## src/rtl/interrupt_controller_pkg.sv

```systemverilog
// ============================================================================
// Module      : interrupt_controller_pkg
// Description : Shared types and constants for the interrupt controller.
// Revision    : 1.0 - initial release
// ============================================================================
`default_nettype none

package interrupt_controller_pkg;

    localparam int unsigned IRQ_NUM_SRC = 4;
    localparam logic [IRQ_NUM_SRC-1:0] IRQ_MASK_ALL = {IRQ_NUM_SRC{1'b1}};

    typedef enum logic [1:0] {
        IRQ_IDLE    = 2'd0,
        IRQ_REQ     = 2'd1,
        IRQ_SERVICE = 2'd2
    } irq_state_t;

endpackage : interrupt_controller_pkg

`default_nettype wire

```

## src/rtl/interrupt_controller_if.sv

```systemverilog
// ============================================================================
// Module      : interrupt_controller_if
// Description : Source, mask-write and processor handshake bundle.
// Revision    : 1.0 - initial release
// ============================================================================
`default_nettype none

interface interrupt_controller_if
    import interrupt_controller_pkg::*;
#(
    parameter int NUM_SRC = IRQ_NUM_SRC,
    parameter int ID_W    = $clog2(NUM_SRC)
);
    logic [NUM_SRC-1:0] irq_src;
    logic               mask_we;
    logic [NUM_SRC-1:0] mask_wdata;
    logic [NUM_SRC-1:0] mask;
    logic [NUM_SRC-1:0] pending;
    logic               cpu_interrupt;
    logic               cpu_ack;
    logic               cpu_eoi;
    logic [ID_W-1:0]    irq_id;
    logic               busy;

    // Controller side
    modport slave (
        input  irq_src, mask_we, mask_wdata, cpu_ack, cpu_eoi,
        output mask, pending, cpu_interrupt, irq_id, busy
    );

    // Processor / system side
    modport master (
        output irq_src, mask_we, mask_wdata, cpu_ack, cpu_eoi,
        input  mask, pending, cpu_interrupt, irq_id, busy
    );
endinterface : interrupt_controller_if

`default_nettype wire

```

## src/rtl/interrupt_controller_sync_edge.sv

```systemverilog
// ============================================================================
// Module      : irq_sync_edge
// Description : Per-source 2-flop synchroniser followed by a rising-edge pulse.
// Revision    : 1.0 - initial release
// ============================================================================
`default_nettype none

module irq_sync_edge #(
    parameter int NUM_SRC = 4
) (
    input  wire logic               clk,
    input  wire logic               rst,
    input  wire logic [NUM_SRC-1:0] irq_src,
    output logic      [NUM_SRC-1:0] rise
);
    logic [NUM_SRC-1:0] sync1_q, sync1_d;
    logic [NUM_SRC-1:0] sync2_q, sync2_d;
    logic [NUM_SRC-1:0] sync3_q, sync3_d;

    always_comb begin
        sync1_d = irq_src;
        sync2_d = sync1_q;
        sync3_d = sync2_q;
    end

    always_ff @(posedge clk or negedge rst) begin
        if (!rst) begin
            sync1_q <= '0;
            sync2_q <= '0;
            sync3_q <= '0;
        end else begin
            sync1_q <= sync1_d;
            sync2_q <= sync2_d;
            sync3_q <= sync3_d;
        end
    end

    // A held level produces a single one-cycle pulse.
    assign rise = sync2_q & ~sync3_q;

endmodule : irq_sync_edge

`default_nettype wire

```

## src/rtl/interrupt_controller.sv

```systemverilog
// ============================================================================
// Module      : interrupt_controller
// Description : Pending/mask registers, fixed-priority select and single
//               in-flight request handshake towards the processor.
// Revision    : 1.0 - initial release
// ============================================================================
`default_nettype none

module interrupt_controller
    import interrupt_controller_pkg::*;
#(
    parameter int                 NUM_SRC  = IRQ_NUM_SRC,
    parameter int                 ID_W     = $clog2(NUM_SRC),
    parameter logic [NUM_SRC-1:0] MASK_RST = {NUM_SRC{1'b1}}
) (
    input wire logic clk,
    input wire logic rst,
    interrupt_controller_if.slave bus
);
    logic [NUM_SRC-1:0] rise;

    irq_sync_edge #(
        .NUM_SRC (NUM_SRC)
    ) u_sync_edge (
        .clk     (clk),
        .rst     (rst),
        .irq_src (bus.irq_src),
        .rise    (rise)
    );

    irq_state_t         state_q, state_d;
    logic [NUM_SRC-1:0] pending_q, pending_d;
    logic [NUM_SRC-1:0] mask_q, mask_d;
    logic [ID_W-1:0]    irq_id_q, irq_id_d;
    logic               cpu_interrupt_q, cpu_interrupt_d;
    logic               busy_q, busy_d;

    logic [NUM_SRC-1:0] eligible;
    logic [NUM_SRC-1:0] clr;
    logic [ID_W-1:0]    sel_id;
    logic               any_eligible;

    // Lowest index wins: scan downwards so the last hit is the smallest index.
    always_comb begin
        eligible     = pending_q & ~mask_q;
        any_eligible = |eligible;
        sel_id       = '0;
        for (int i = NUM_SRC - 1; i >= 0; i--) begin
            if (eligible[i]) begin
                sel_id = ID_W'(i);
            end
        end
    end

    always_comb begin
        state_d         = state_q;
        irq_id_d        = irq_id_q;
        cpu_interrupt_d = cpu_interrupt_q;
        busy_d          = busy_q;
        clr             = '0;

        case (state_q)
            IRQ_IDLE: begin
                if (any_eligible) begin
                    irq_id_d        = sel_id;
                    cpu_interrupt_d = 1'b1;
                    busy_d          = 1'b1;
                    state_d         = IRQ_REQ;
                end
            end
            IRQ_REQ: begin
                if (bus.cpu_ack) begin
                    clr[irq_id_q]   = 1'b1;
                    cpu_interrupt_d = 1'b0;
                    state_d         = IRQ_SERVICE;
                end
            end
            IRQ_SERVICE: begin
                if (bus.cpu_eoi) begin
                    busy_d  = 1'b0;
                    state_d = IRQ_IDLE;
                end
            end
            default: begin
                state_d         = IRQ_IDLE;
                cpu_interrupt_d = 1'b0;
                busy_d          = 1'b0;
            end
        endcase

        // A new edge arriving with the ack clear keeps the bit set.
        pending_d = (pending_q & ~clr) | rise;
        mask_d    = bus.mask_we ? bus.mask_wdata : mask_q;
    end

    always_ff @(posedge clk or negedge rst) begin
        if (!rst) begin
            state_q         <= IRQ_IDLE;
            pending_q       <= '0;
            mask_q          <= MASK_RST;
            irq_id_q        <= '0;
            cpu_interrupt_q <= 1'b0;
            busy_q          <= 1'b0;
        end else begin
            state_q         <= state_d;
            pending_q       <= pending_d;
            mask_q          <= mask_d;
            irq_id_q        <= irq_id_d;
            cpu_interrupt_q <= cpu_interrupt_d;
            busy_q          <= busy_d;
        end
    end

    assign bus.mask          = mask_q;
    assign bus.pending       = pending_q;
    assign bus.irq_id        = irq_id_q;
    assign bus.cpu_interrupt = cpu_interrupt_q;
    assign bus.busy          = busy_q;

endmodule : interrupt_controller

`default_nettype wire

```

## src/flat_wrapper.sv

```systemverilog
// flat-port wrapper written by rule: the top's interface ports become plain ports
module interrupt_controller_flat import interrupt_controller_pkg::*;
#(
    parameter int                 NUM_SRC  = IRQ_NUM_SRC,
    parameter int                 ID_W     = $clog2(NUM_SRC),
    parameter logic [NUM_SRC-1:0] MASK_RST = {NUM_SRC{1'b1}}
)
  (clk, rst, bus_irq_src, bus_mask_we, bus_mask_wdata, bus_cpu_ack, bus_cpu_eoi, bus_mask, bus_pending, bus_cpu_interrupt, bus_irq_id, bus_busy);
  interrupt_controller_if #(.NUM_SRC(NUM_SRC), .ID_W(ID_W)) bus_i ();
  input wire logic clk;
  input wire logic rst;
  input wire logic [$bits(bus_i.irq_src)-1:0] bus_irq_src;
  input wire logic [$bits(bus_i.mask_we)-1:0] bus_mask_we;
  input wire logic [$bits(bus_i.mask_wdata)-1:0] bus_mask_wdata;
  input wire logic [$bits(bus_i.cpu_ack)-1:0] bus_cpu_ack;
  input wire logic [$bits(bus_i.cpu_eoi)-1:0] bus_cpu_eoi;
  output wire logic [$bits(bus_i.mask)-1:0] bus_mask;
  output wire logic [$bits(bus_i.pending)-1:0] bus_pending;
  output wire logic [$bits(bus_i.cpu_interrupt)-1:0] bus_cpu_interrupt;
  output wire logic [$bits(bus_i.irq_id)-1:0] bus_irq_id;
  output wire logic [$bits(bus_i.busy)-1:0] bus_busy;
  assign bus_i.irq_src = bus_irq_src;
  assign bus_i.mask_we = bus_mask_we;
  assign bus_i.mask_wdata = bus_mask_wdata;
  assign bus_i.cpu_ack = bus_cpu_ack;
  assign bus_i.cpu_eoi = bus_cpu_eoi;
  assign bus_mask = bus_i.mask;
  assign bus_pending = bus_i.pending;
  assign bus_cpu_interrupt = bus_i.cpu_interrupt;
  assign bus_irq_id = bus_i.irq_id;
  assign bus_busy = bus_i.busy;
  interrupt_controller #(.NUM_SRC(NUM_SRC), .ID_W(ID_W), .MASK_RST(MASK_RST)) u_core (.clk(clk), .rst(rst), .bus(bus_i));
endmodule
```

## config.mk

```make
export PLATFORM = sky130hd
export DESIGN_NAME = interrupt_controller_flat
export DESIGN_NICKNAME = d
export VERILOG_FILES = /design/src/rtl/interrupt_controller_pkg.sv /design/src/rtl/interrupt_controller_if.sv /design/src/rtl/interrupt_controller_sync_edge.sv /design/src/rtl/interrupt_controller.sv /design/src/flat_wrapper.sv
export SDC_FILE = /design/constraint.sdc
export NUM_CORES = 1
export LEC_CHECK = 0
export BUFFER_PORTS_ARGS = -buffer_cell sky130_fd_sc_hd__buf_2
export CORE_MARGIN = 1
export CORE_UTILIZATION = 45
export CTS_CLUSTER_DIAMETER = 40
export DETAILED_ROUTE_END_ITERATION = 10
export GPL_ROUTABILITY_DRIVEN = 0
export PLACE_DENSITY = 0.73
export SKIP_LAST_GASP = 1
export SYNTH_ARGS = -nofsm -noshare
export SYNTH_HDL_FRONTEND = slang
export SYNTH_SLANG_ARGS = --single-unit
```

## constraint.sdc

```tcl
create_clock -name clk -period 1.6 [get_ports clk]
set_input_delay 0.24 -clock clk [delete_from_list [all_inputs] [get_ports clk]]
set_output_delay 0.24 -clock clk [all_outputs]
set_load 0.01 [all_outputs]
```

==> metrics.md <==
| Metric | Value |
|---|---|
| Outcome | `finished, final reports clean` |
| Area Overhead vs Synth | `25.5%` |
| R2R setup slack | `0.24 ns` |
| Grt total ovfl | `0` |
| Reg-to-reg critical path startpoint | `u_core.bus.mask[1]$_DFFE_PN1P_` |
| FF-to-FF End | `u_core.state_q[0]$_DFFE_PN0P_` |
| Via count | `631` |
| Share of cells above drive strength 1 | `35.9%` |
| Die width | `47.4 um` |
| CTS tree | `yes` |
| Post-synth cell types | `22` |
| Hold Fails Final Rpt | `0` |
| Most used DFF post-synth | `dfrtp_1` |
| Htree depth | `1` |
| Worst Reg2Reg Path Length in Cells | `3` |
| Die area | `2250 um^2` |
| DP HPWL | `1110 um` |
| Clock Path Buffers | `2` |
| DR vias/cell | `4.85` |
| WL final | `1510 um` |
| Crit path time final | `1.36 ns` |
| RSZ-0062 raised after global routing | `false` |
| Period utilization | `85.2%` |
| Mapped Cells | `71` |
| Post-synth EDFFs | `0` |
| Area post-placement | `1080 um^2` |
| # Post-CTS Setup Buffers | `0` |
| Hold slack | `0.159 ns` |
| Initial core utilization | `47.7%` |
| Max-cap violations | `0` |
| Fin util | `59.9%` |
| Final Max Slew Viols | `0` |
| Least-Margin Pin Slew | `0.539 ns` |
| PwrDens | `1520 nW/um^2` |
| Finished Cell Area | `1160 um^2` |
| CP Launch Point | `u_core.bus.mask[1]$_DFFE_PN1P_` |
| Clk sink count | `26` |
| Syn Nets | `84` |
| Residual DRC | `0` |
| Setup Viol. Count Final | `0` |
| Synthesized area | `927 um^2` |
| Root buf cell | `clkbuf_4` |
| Vias in the first global route | `510` |
| Tightest Hold Check Type | `in2reg` |
| Tot Pwr | `1.77 mW` |
| Slew HR | `64.1%` |
| Worst-Skew Late Latency | `0.31 ns` |
| Crit path arrival time | `1.56 ns` |
| DP Worst Slack | `0.268 ns` |
| Total CTS buffers | `3` |
| Clock Pin Slew Worst Setup and Hold Paths | `0.13 ns` |
| Largest net degree at the start of global routing | `27` |
| Antenna fix cells | `0` |
| Layout Skew | `0.00522 ns` |
| Global-route wire length before repair | `2150 um` |
| Placed insts | `121` |
| CP endpoint | `u_core.state_q[0]$_DFFE_PN0P_` |
| Seq cells post-synth | `26` |
| Critical path endpoint category | `flop` |
| DRT Pass-1 Iters | `4` |
| Antenna-violating nets left | `0` |
| Setup slack after layout | `0.238 ns` |
| Final non-filler cell total | `130` |
| Worst Setup Start Kind | `flop` |
| Post-route setup TNS | `0 ns` |
| Core Area | `1940 um^2` |
| GR Util All Layers | `14.7%` |
| Die height | `47.4 um` |
| Sequential share of the synthesized area | `70.7%` |
| FP Rows | `16` |
| Filler cells | `170` |
| Avg Inst Size Synth | `13.1 um^2` |
| Max Fclk | `734 MHz` |
| Worst IR drop on VDD | `0.000824 V` |
| Port Buffer Count | `24` |
| Ys async rst share | `100%` |
| Ports | `25` |
| CP Max Fanout | `4` |
| Worst EP required | `1.79 ns` |
| Leak | `0.535 nW` |
| Nets@finish | `117` |
| Ys Warns | `0` |
| Post-CTS resize count | `0` |
| Antenna violations before repair | `0` |
| Number of DRC markers in iteration 0 | `8` |
| CP Class | `reg2reg` |
| Wirelength per Cell | `11.6 um` |
## synthesized netlist by cell type, types with 2 or more instances
library cell	instances	area, um^2
dfrtp_1	22	551
dfstp_2	4	105
inv_1	6	22.5
mux2_2	4	45.0
nand2_1	2	7.51
nor2_1	3	11.3
nor2b_1	4	25.0
o21a_1	2	15.0
o21ai_0	10	50.1
o31ai_1	2	15.0
## how the worst min path moves through the flow
stage,end,slack [ns],cells past startpoint,start
5_1_grt,u_core.bus.mask[2]$_DFFE_PN1P_,0.13,2,bus_mask_wdata[2]
3_5_place_dp,u_core.bus.cpu_interrupt$_DFFE_PN0P_,0.25,1,rst
2_1_floorplan,u_core.bus.busy$_DFFE_PN0P_,-0.06,0,rst
4_1_cts,u_core.u_sync_edge.sync1_q[0]$_DFF_PN0_,0.008,1,bus_irq_src[0]
6_report,u_core.bus.mask[3]$_DFFE_PN1P_,0.16,2,bus_mask_wdata[3]
3_3_place_gp,u_core.bus.busy$_DFFE_PN0P_,0.25,1,rst
## what timing repair did
item / CTS / global route
hold buffers: 1 / 4
hold endpoints to repair: 22 / 4
setup endpoints to repair: 0 / 0
## cells in the final DEF, fill, tap and decap left out, drive strengths merged, types with 2 or more instances in the layout
cell         synthesis  layout
buf                  0      24
clkbuf               1       4
dfrtp               22      22
dfstp                4       4
dlygate4sd3          0       5
inv                  6       6
mux2                 4       4
nand2                3       3
nor2                 3       3
nor2b                4       4
o21a                 2       2
o21ai               10      10
o31ai                2       2
## cell type report
cell class / count / area [um^2] / area share [%]
Sequential cell: 26 / 656 / 56.3
Multi-Input combinational cell: 37 / 241 / 20.8
Timing Repair Buffer: 29 / 170 / 14.6
Clock buffer: 4 / 36.3 / 3.12
Tap cell: 27 / 33.8 / 2.90
Inverter: 7 / 26.3 / 2.26
## report_power, final
group / switching (mW) / leakage (nW) / internal (mW)
Sequential: 0.142 / 0.290 / 0.809
Clock: 0.173 / 0.0210 / 0.139
Combinational: 0.267 / 0.224 / 0.238
Total: 0.582 / 0.535 / 1.19
## kinds of logic (layout without fill, tap and decap cells)
group | count (synthesis) | count (layout) | synth area share [%]
mux | 4 | 4 | 4.86
flops | 26 | 26 | 70.7
compound gates | 19 | 19 | 12.7
simple gates | 14 | 14 | 8.50
buf+inv | 8 | 40 | 3.24
## state kept, by name (all words and copies together), names as in the netlist
register                    count
u_core.bus.mask                 4
u_core.bus.pending              4
u_core.u_sync_edge.sync1_q      4
u_core.u_sync_edge.sync2_q      4
u_core.u_sync_edge.sync3_q      4
u_core.bus.irq_id               2
u_core.state_q                  2
u_core.bus.busy                 1
u_core.bus.cpu_interrupt        1
## per-layer routing
metal  GRT usage [%]  up-vias  part of all wire, %  routed length [um]
met3            5.77        2                  3.9                  59
met1            18.5      302                   46                 688
met2            22.5       19                   50                 756
li1                -      308                    -                   -
met5               0        -                    0                   0
met4            6.86        0                 0.27                   4
## critical path, stage by stage, from the launching register on
cell and delay [ns]:
dfstp_2 0.57, nor2b_1 0.06, nor4_1 0.48, a21oi_1 0.13
Note: power is estimated with default switching activity, not from simulation.
